--- src/rtl/lab_f_to_cie_pkg.sv ---
// rtl/lab_f_to_cie_pkg.sv - shared constants, field types and width helper for the f-space to CIE back end
// Constants: L = K_L*fy - L_OFS, a = K_A*(fx-fy), b = K_B*(fy-fz).
// Field limits: L in [0,L_MAX], a in [-A_MAX,A_MAX], b in [-B_MAX,B_MAX].
package lab_f_to_cie_pkg;

    localparam int K_L   = 116;
    localparam int K_A   = 500;
    localparam int K_B   = 200;
    localparam int L_OFS = 16;
    localparam int L_MAX = 100;
    localparam int A_MAX = 511;
    localparam int B_MAX = 255;

    localparam int CIE_L_W = 7;
    localparam int CIE_A_W = 10;
    localparam int CIE_B_W = 9;

    typedef logic [CIE_L_W-1:0] cie_l_t;
    typedef logic [CIE_A_W-1:0] cie_a_t;
    typedef logic [CIE_B_W-1:0] cie_b_t;

    // Width of an unsigned dsize-bit value times constant k (k >= 2).
    function automatic int prod_width(input int dsize, input int k);
        return dsize + $clog2(k);
    endfunction

endpackage

--- src/rtl/lab_f_to_cie_if.sv ---
// rtl/lab_f_to_cie_if.sv - valid/ready stream bundle between f(t) stage, LAB converter and LAB output port
// Input side : in_valid, in_ready, fx, fy, fz (unsigned Q0.DSIZE).
// Output side: out_valid, out_ready, CIE_L, CIE_A, CIE_B, sign_a, sign_b, sat (LAB_SAT_FLAG_EN only).
// slave  modport: the converter. master modport: the surrounding logic driving it.
interface lab_f_to_cie_if #(
    parameter int DSIZE = 16
);
    import lab_f_to_cie_pkg::*;

    logic             in_valid;
    logic             in_ready;
    logic [DSIZE-1:0] fx;
    logic [DSIZE-1:0] fy;
    logic [DSIZE-1:0] fz;
    logic             out_valid;
    logic             out_ready;
    cie_l_t           CIE_L;
    cie_a_t           CIE_A;
    cie_b_t           CIE_B;
    logic             sign_a;
    logic             sign_b;
`ifdef LAB_SAT_FLAG_EN
    logic             sat;

    modport slave (
        input  in_valid, fx, fy, fz, out_ready,
        output in_ready, out_valid, CIE_L, CIE_A, CIE_B, sign_a, sign_b, sat
    );

    modport master (
        output in_valid, fx, fy, fz, out_ready,
        input  in_ready, out_valid, CIE_L, CIE_A, CIE_B, sign_a, sign_b, sat
    );
`else
    modport slave (
        input  in_valid, fx, fy, fz, out_ready,
        output in_ready, out_valid, CIE_L, CIE_A, CIE_B, sign_a, sign_b
    );

    modport master (
        output in_valid, fx, fy, fz, out_ready,
        input  in_ready, out_valid, CIE_L, CIE_A, CIE_B, sign_a, sign_b
    );
`endif

endinterface

--- src/rtl/lab_round_clamp.sv ---
// rtl/lab_round_clamp.sv - round, offset, sign-apply and clamp for one CIE field
// Parameters: DSIZE fraction bits of i_p, PW width of i_p, OW output width,
//             OFS subtracted from the rounded magnitude, LO/HI clamp limits.
// Ports: i_p     unsigned product magnitude (Q.DSIZE)
//        i_neg   apply negative sign after rounding
//        o_val   clamped field, two's complement, OW bits
//        o_clamped  field hit a limit (LAB_SAT_FLAG_EN only)
// Purely combinational; the caller registers the result.
module lab_round_clamp #(
    parameter int DSIZE = 16,
    parameter int PW    = 23,
    parameter int OW    = 7,
    parameter int OFS   = 0,
    parameter int LO    = 0,
    parameter int HI    = 100
) (
    input  logic [PW-1:0] i_p,
    input  logic          i_neg,
    output logic [OW-1:0] o_val
`ifdef LAB_SAT_FLAG_EN
    ,
    output logic          o_clamped
`endif
);

    logic [PW:0]        w_sum;
    logic signed [31:0] w_mag;
    logic signed [31:0] w_v;
    logic signed [31:0] w_c;
    logic               w_lo;
    logic               w_hi;

    // Half-up rounding on the magnitude; the extra top bit absorbs the carry.
    assign w_sum = {1'b0, i_p} + (PW+1)'(1 << (DSIZE-1));
    assign w_mag = $signed(32'(w_sum >> DSIZE));

    // Sign goes on after rounding so +x and -x round to the same magnitude;
    // a negated zero is plain 0 in two's complement.
    assign w_v = i_neg ? (32'sd0 - w_mag) : (w_mag - OFS);

    always_comb begin
        w_lo = (w_v < LO);
        w_hi = (w_v > HI);
        w_c  = w_v;
        if (w_hi) begin
            w_c = HI;
        end else if (w_lo) begin
            w_c = LO;
        end
    end

    assign o_val = OW'(w_c);

`ifdef LAB_SAT_FLAG_EN
    assign o_clamped = w_lo | w_hi;
`endif

endmodule

--- src/rtl/lab_f_to_cie.sv ---
// rtl/lab_f_to_cie.sv - 3-stage f-space (fx,fy,fz) to CIE L/a/b converter with valid/ready
// Ports: clock  rising-edge clock
//        rst_n  asynchronous active-low reset (release synchronous to clock)
//        bus    lab_f_to_cie_if.slave: fx/fy/fz input stream, CIE_L/CIE_A/CIE_B/sign_a/sign_b output
// Optional feature macro: LAB_SAT_FLAG_EN adds bus.sat, set when any field of the beat was clamped.
// Stages: S1 difference/magnitude, S2 constant products, S3 round/clamp register.
module lab_f_to_cie
    import lab_f_to_cie_pkg::*;
#(
    parameter int DSIZE = 16
) (
    input  logic          clock,
    input  logic          rst_n,
    lab_f_to_cie_if.slave bus
);

    localparam int PL_W = prod_width(DSIZE, K_L);
    localparam int PA_W = prod_width(DSIZE, K_A);
    localparam int PB_W = prod_width(DSIZE, K_B);

    // Whole pipe advances together; a stalled output freezes every stage,
    // so bubbles stay where they are.
    logic w_en;

    // S1
    logic             r_v1;
    logic [DSIZE-1:0] r_fy1;
    logic             r_sa1;
    logic [DSIZE-1:0] r_ma1;
    logic             r_sb1;
    logic [DSIZE-1:0] r_mb1;
    // S2
    logic             r_v2;
    logic [PL_W-1:0]  r_pl2;
    logic [PA_W-1:0]  r_pa2;
    logic             r_sa2;
    logic [PB_W-1:0]  r_pb2;
    logic             r_sb2;
    // S3
    logic             r_v3;
    cie_l_t           r_l3;
    cie_a_t           r_a3;
    cie_b_t           r_b3;

    logic [DSIZE:0]   w_da;
    logic [DSIZE:0]   w_db;
    logic [DSIZE-1:0] w_ma;
    logic [DSIZE-1:0] w_mb;
    cie_l_t           w_l;
    cie_a_t           w_a;
    cie_b_t           w_b;

    assign w_en         = !r_v3 | bus.out_ready;
    assign bus.in_ready = w_en;

    // (DSIZE+1)-bit signed differences; |d| always fits DSIZE bits.
    assign w_da = {1'b0, bus.fx} - {1'b0, bus.fy};
    assign w_db = {1'b0, bus.fy} - {1'b0, bus.fz};
    assign w_ma = DSIZE'(w_da[DSIZE] ? -w_da : w_da);
    assign w_mb = DSIZE'(w_db[DSIZE] ? -w_db : w_db);

    always_ff @(posedge clock or negedge rst_n) begin
        if (!rst_n) begin
            r_v1  <= 1'b0;
            r_fy1 <= '0;
            r_sa1 <= 1'b0;
            r_ma1 <= '0;
            r_sb1 <= 1'b0;
            r_mb1 <= '0;
        end else if (w_en) begin
            r_v1  <= bus.in_valid;
            r_fy1 <= bus.fy;
            r_sa1 <= w_da[DSIZE];
            r_ma1 <= w_ma;
            r_sb1 <= w_db[DSIZE];
            r_mb1 <= w_mb;
        end
    end

    always_ff @(posedge clock or negedge rst_n) begin
        if (!rst_n) begin
            r_v2  <= 1'b0;
            r_pl2 <= '0;
            r_pa2 <= '0;
            r_sa2 <= 1'b0;
            r_pb2 <= '0;
            r_sb2 <= 1'b0;
        end else if (w_en) begin
            r_v2  <= r_v1;
            r_pl2 <= PL_W'(r_fy1) * PL_W'(K_L);
            r_pa2 <= PA_W'(r_ma1) * PA_W'(K_A);
            r_sa2 <= r_sa1;
            r_pb2 <= PB_W'(r_mb1) * PB_W'(K_B);
            r_sb2 <= r_sb1;
        end
    end

`ifdef LAB_SAT_FLAG_EN
    logic w_clamp_l;
    logic w_clamp_a;
    logic w_clamp_b;
    logic r_sat3;
`endif

    lab_round_clamp #(
        .DSIZE (DSIZE),
        .PW    (PL_W),
        .OW    (CIE_L_W),
        .OFS   (L_OFS),
        .LO    (0),
        .HI    (L_MAX)
    ) u_rc_l (
        .i_p       (r_pl2),
        .i_neg     (1'b0),
        .o_val     (w_l)
`ifdef LAB_SAT_FLAG_EN
        ,
        .o_clamped (w_clamp_l)
`endif
    );

    lab_round_clamp #(
        .DSIZE (DSIZE),
        .PW    (PA_W),
        .OW    (CIE_A_W),
        .OFS   (0),
        .LO    (-A_MAX),
        .HI    (A_MAX)
    ) u_rc_a (
        .i_p       (r_pa2),
        .i_neg     (r_sa2),
        .o_val     (w_a)
`ifdef LAB_SAT_FLAG_EN
        ,
        .o_clamped (w_clamp_a)
`endif
    );

    lab_round_clamp #(
        .DSIZE (DSIZE),
        .PW    (PB_W),
        .OW    (CIE_B_W),
        .OFS   (0),
        .LO    (-B_MAX),
        .HI    (B_MAX)
    ) u_rc_b (
        .i_p       (r_pb2),
        .i_neg     (r_sb2),
        .o_val     (w_b)
`ifdef LAB_SAT_FLAG_EN
        ,
        .o_clamped (w_clamp_b)
`endif
    );

    always_ff @(posedge clock or negedge rst_n) begin
        if (!rst_n) begin
            r_v3 <= 1'b0;
            r_l3 <= '0;
            r_a3 <= '0;
            r_b3 <= '0;
        end else if (w_en) begin
            r_v3 <= r_v2;
            r_l3 <= w_l;
            r_a3 <= w_a;
            r_b3 <= w_b;
        end
    end

`ifdef LAB_SAT_FLAG_EN
    // Travels with the S3 data so it stays aligned and holds under stall.
    always_ff @(posedge clock or negedge rst_n) begin
        if (!rst_n) begin
            r_sat3 <= 1'b0;
        end else if (w_en) begin
            r_sat3 <= w_clamp_l | w_clamp_a | w_clamp_b;
        end
    end

    assign bus.sat = r_sat3;
`endif

    assign bus.out_valid = r_v3;
    assign bus.CIE_L     = r_l3;
    assign bus.CIE_A     = r_a3;
    assign bus.CIE_B     = r_b3;
    assign bus.sign_a    = r_a3[CIE_A_W-1];
    assign bus.sign_b    = r_b3[CIE_B_W-1];

endmodule

--- src/flat_wrapper.sv ---
// flat-port wrapper written by rule: the top's interface ports become plain ports
module lab_f_to_cie_flat import lab_f_to_cie_pkg::*;
#(
    parameter int DSIZE = 16
)
  (clock, rst_n, bus_in_valid, bus_fx, bus_fy, bus_fz, bus_out_ready, bus_in_ready, bus_out_valid, bus_CIE_L, bus_CIE_A, bus_CIE_B, bus_sign_a, bus_sign_b);
  lab_f_to_cie_if #(.DSIZE(DSIZE)) bus_i ();
  input  logic clock;
  input  logic rst_n;
  input wire logic [$bits(bus_i.in_valid)-1:0] bus_in_valid;
  input wire logic [$bits(bus_i.fx)-1:0] bus_fx;
  input wire logic [$bits(bus_i.fy)-1:0] bus_fy;
  input wire logic [$bits(bus_i.fz)-1:0] bus_fz;
  input wire logic [$bits(bus_i.out_ready)-1:0] bus_out_ready;
  output wire logic [$bits(bus_i.in_ready)-1:0] bus_in_ready;
  output wire logic [$bits(bus_i.out_valid)-1:0] bus_out_valid;
  output wire logic [$bits(bus_i.CIE_L)-1:0] bus_CIE_L;
  output wire logic [$bits(bus_i.CIE_A)-1:0] bus_CIE_A;
  output wire logic [$bits(bus_i.CIE_B)-1:0] bus_CIE_B;
  output wire logic [$bits(bus_i.sign_a)-1:0] bus_sign_a;
  output wire logic [$bits(bus_i.sign_b)-1:0] bus_sign_b;
  assign bus_i.in_valid = bus_in_valid;
  assign bus_i.fx = bus_fx;
  assign bus_i.fy = bus_fy;
  assign bus_i.fz = bus_fz;
  assign bus_i.out_ready = bus_out_ready;
  assign bus_in_ready = bus_i.in_ready;
  assign bus_out_valid = bus_i.out_valid;
  assign bus_CIE_L = bus_i.CIE_L;
  assign bus_CIE_A = bus_i.CIE_A;
  assign bus_CIE_B = bus_i.CIE_B;
  assign bus_sign_a = bus_i.sign_a;
  assign bus_sign_b = bus_i.sign_b;
  lab_f_to_cie #(.DSIZE(DSIZE)) u_core (.clock(clock), .rst_n(rst_n), .bus(bus_i));
endmodule
--- config.mk ---
export PLATFORM = sky130hd
export DESIGN_NAME = lab_f_to_cie_flat
export DESIGN_NICKNAME = d
export VERILOG_FILES = /design/src/rtl/lab_f_to_cie_pkg.sv /design/src/rtl/lab_f_to_cie_if.sv /design/src/rtl/lab_round_clamp.sv /design/src/rtl/lab_f_to_cie.sv /design/src/flat_wrapper.sv
export SDC_FILE = /design/constraint.sdc
export NUM_CORES = 1
export LEC_CHECK = 0
export CORE_UTILIZATION = 55
export CTS_BUF_LIST = sky130_fd_sc_hd__clkbuf_8
export DETAILED_ROUTE_END_ITERATION = 8
export GPL_TIMING_DRIVEN = 0
export PLACE_DENSITY = 0.72
export SYNTH_ARGS = -nofsm -noshare
export SYNTH_HDL_FRONTEND = slang
export SYNTH_HIERARCHICAL = 1
export SYNTH_SLANG_ARGS = --single-unit
--- constraint.sdc ---
create_clock -name clock -period 9.1 [get_ports clock]
set_input_delay 1.82 -clock clock [delete_from_list [all_inputs] [get_ports clock]]
set_output_delay 1.82 -clock clock [all_outputs]
set_load 0.01 [all_outputs]
==> impl_metrics.tcl <==
set metrics [dict create \
    outcome "finished clean" \
    setup.worst_path.class "input pin to primary output" \
    r2r_slack_ps 4080 \
    slew_headroom 0.458 \
    totalWireLength_um 31100 \
    rsz_0062_raised_after_global_routing "no" \
    post-cts-setup-buffers 0 \
    finalCriticalPeriod_ps 5950 \
    grt_max_degree 57 \
    min_path_cells 1 \
    setup.worst_path.end_class "primary output" \
    routed_via_density 5.46 \
    postRouteAntennaNets 0 \
    grt_first_pass_wirelength_um 53700 \
    timing.rr.start "u_core/r_ma1[2]" \
    post_route_cells_drive_above_1_share 0.0521 \
    die_x_um 162 \
    fin_hold_ws_ps 473 \
    worstSkewPairLatency_ps 400 \
    hold_path.startpoint "u_core/r_v2" \
    tritoncts "built" \
    number_of_antenna_violations_at_the_first_check_in_global_routing 0 \
    cp.arrival_ps 4130 \
    final-setup-viol-count 0 \
    cts.sink_count 108 \
    fp.dieArea_um2 26300 \
    ctsHoldBuffers 0 \
    floorplan.initialDensity 0.561 \
    grt-ovfl-total 0 \
    final_nets 2095 \
    worstMarginPinSlew_ps 807 \
    detailed_place_hpwl_um 25900 \
    drt_first_pass_iters 5 \
    dpl-instance-area_um2 15400 \
    critical_path_peak_fanout 9 \
    core.rowCount 58 \
    clock_path_buffers 2 \
    die_height_um 162 \
    cts_made_buffers 9 \
    timing_max_transition_violations_final 0 \
    timing.setup.tns_ps 0 \
    ff2ff_path_depth 15 \
    dp.cells 2079 \
    reg2reg_to "u_core/r_pa2[23]" \
    required_ps 7280 \
    fin_area_um2 15600 \
    worst_setup_hold_path_clk_slew_ps 110 \
    io_pins 82 \
    postSynthCellCount 1663 \
    core_um2 25200 \
    drcViolationCount 0 \
    hold-path-endpoint "u_core/bus.out_valid" \
    routed-via-count 11447 \
    drv.max_cap_violation_count 0 \
    drt_iter0_markers 580 \
    cts-root-buf "sky130_fd_sc_hd__clkbuf_8" \
    total_track_usage 0.251 \
    diodes 0 \
    htree_num_levels 3 \
    worst_setup_path_start_kind "input pin" \
    port-buffer-count 81 \
    mappedNetlistArea_um2 14100 \
    finalHoldViolations 0 \
    post_cts_resize_count 0 \
    drt-wirelength-per-cell_um 14.8 \
    clock_skew_ps 16.9 \
    fmax_mhz 168 \
    final.period_utilization 0.654 \
    timing.hold.worst.class "register to register" \
    grt_pass1_vias 11333 \
    yosys_warnings 6 \
    gp_routability_congestion 0.915 \
    synthToLayoutAreaGrowth_pct 10.3 \
    final-instance-count-excl-fill 2095 \
    first_element_of_the_critical_path "bus_out_ready" \
    synth_area_per_cell_um2 8.50 \
]
critical path, cell delays in order:
cell and delay (ps):
sky130_fd_sc_hd__clkdlybuf4s50_1 500, sky130_fd_sc_hd__nor2b_1 140, sky130_fd_sc_hd__inv_2 200, sky130_fd_sc_hd__clkbuf_1 500, sky130_fd_sc_hd__buf_1 360, sky130_fd_sc_hd__clkdlybuf4s50_1 610
placed cells by master, fill, tap and decap left out, types with 10 or more instances in the layout:
cell and n:
sky130_fd_sc_hd__or3_1 14, sky130_fd_sc_hd__fa_1 94, sky130_fd_sc_hd__xor2_1 47, sky130_fd_sc_hd__a21oi_1 94, sky130_fd_sc_hd__nand3_1 22, sky130_fd_sc_hd__nand4_1 13, sky130_fd_sc_hd__nor2b_1 10, sky130_fd_sc_hd__inv_1 257
sky130_fd_sc_hd__clkdlybuf4s50_1 80, sky130_fd_sc_hd__dfrtp_1 108, sky130_fd_sc_hd__a31oi_1 13, sky130_fd_sc_hd__a21o_1 30, sky130_fd_sc_hd__o211ai_1 11, sky130_fd_sc_hd__nand2b_1 12, sky130_fd_sc_hd__maj3_1 11, sky130_fd_sc_hd__nand2_1 185
sky130_fd_sc_hd__nor2_1 104, sky130_fd_sc_hd__o21ai_0 87, sky130_fd_sc_hd__xnor2_1 66, sky130_fd_sc_hd__nor3_1 20, sky130_fd_sc_hd__clkbuf_1 30, sky130_fd_sc_hd__o21a_1 10, sky130_fd_sc_hd__clkbuf_8 10, sky130_fd_sc_hd__and3_1 14
sky130_fd_sc_hd__ha_1 189, sky130_fd_sc_hd__o21ai_1 10
area by class of cell:
class	instances	area, µm²
Timing Repair Buffer	82	836
Buffer	56	309
Multi-Input combinational cell	1242	10200
Clock inverter	7	66.3
Sequential cell	108	2700
Inverter	261	980
Tap cell	330	413
Clock buffer	9	124
Fill cell	2181	9600
sequential cells by signal, indices dropped and copies added, names as in the netlist:
| signal | cells |
|---|---|
| u_core/bus.CIE_B | 9 |
| u_core/r_sb2 | 1 |
| u_core/bus.CIE_A | 10 |
| u_core/r_mb1 | 16 |
| u_core/r_sb1 | 1 |
| u_core/r_pl2 | 8 |
| u_core/r_pb2 | 9 |
| u_core/r_sa1 | 1 |
| u_core/r_fy1 | 16 |
| u_core/r_v1 | 1 |
| u_core/bus.CIE_L | 7 |
| u_core/bus.out_valid | 1 |
| u_core/r_ma1 | 16 |
| u_core/r_pa2 | 10 |
| u_core/r_v2 | 1 |
| u_core/r_sa2 | 1 |
through the flow:
step                 util  worst slack [ps]
finish              0.619              3150
global route        0.619              3030
CTS                 0.619              3110
detailed placement  0.611              3110
global placement    0.610              2060
floorplan               -              4600
per-layer routing:
layer / global-route usage / up-vias / wire, µm
li1: - / 5801 / -
met1: 0.339 / 5370 / 14600
met2: 0.427 / 234 / 14600
met3: 0.0286 / 42 / 1210
met4: 0.0660 / 0 / 648
met5: 0 / - / 0
worst max path at each step:
stage,endpoint,slack [ps],cells after the start
after floorplan,u_core/r_pa2[23],4600,15
after global placement,u_core/r_mb1[3],2060,1
after detailed placement,bus_in_ready,3110,6
after CTS,bus_in_ready,3110,6
after global routing,bus_in_ready,3030,6
final,bus_in_ready,3150,6
Power is not shown: default switching activity piles up to over one toggle a cycle in this logic, so the estimate is an artifact.
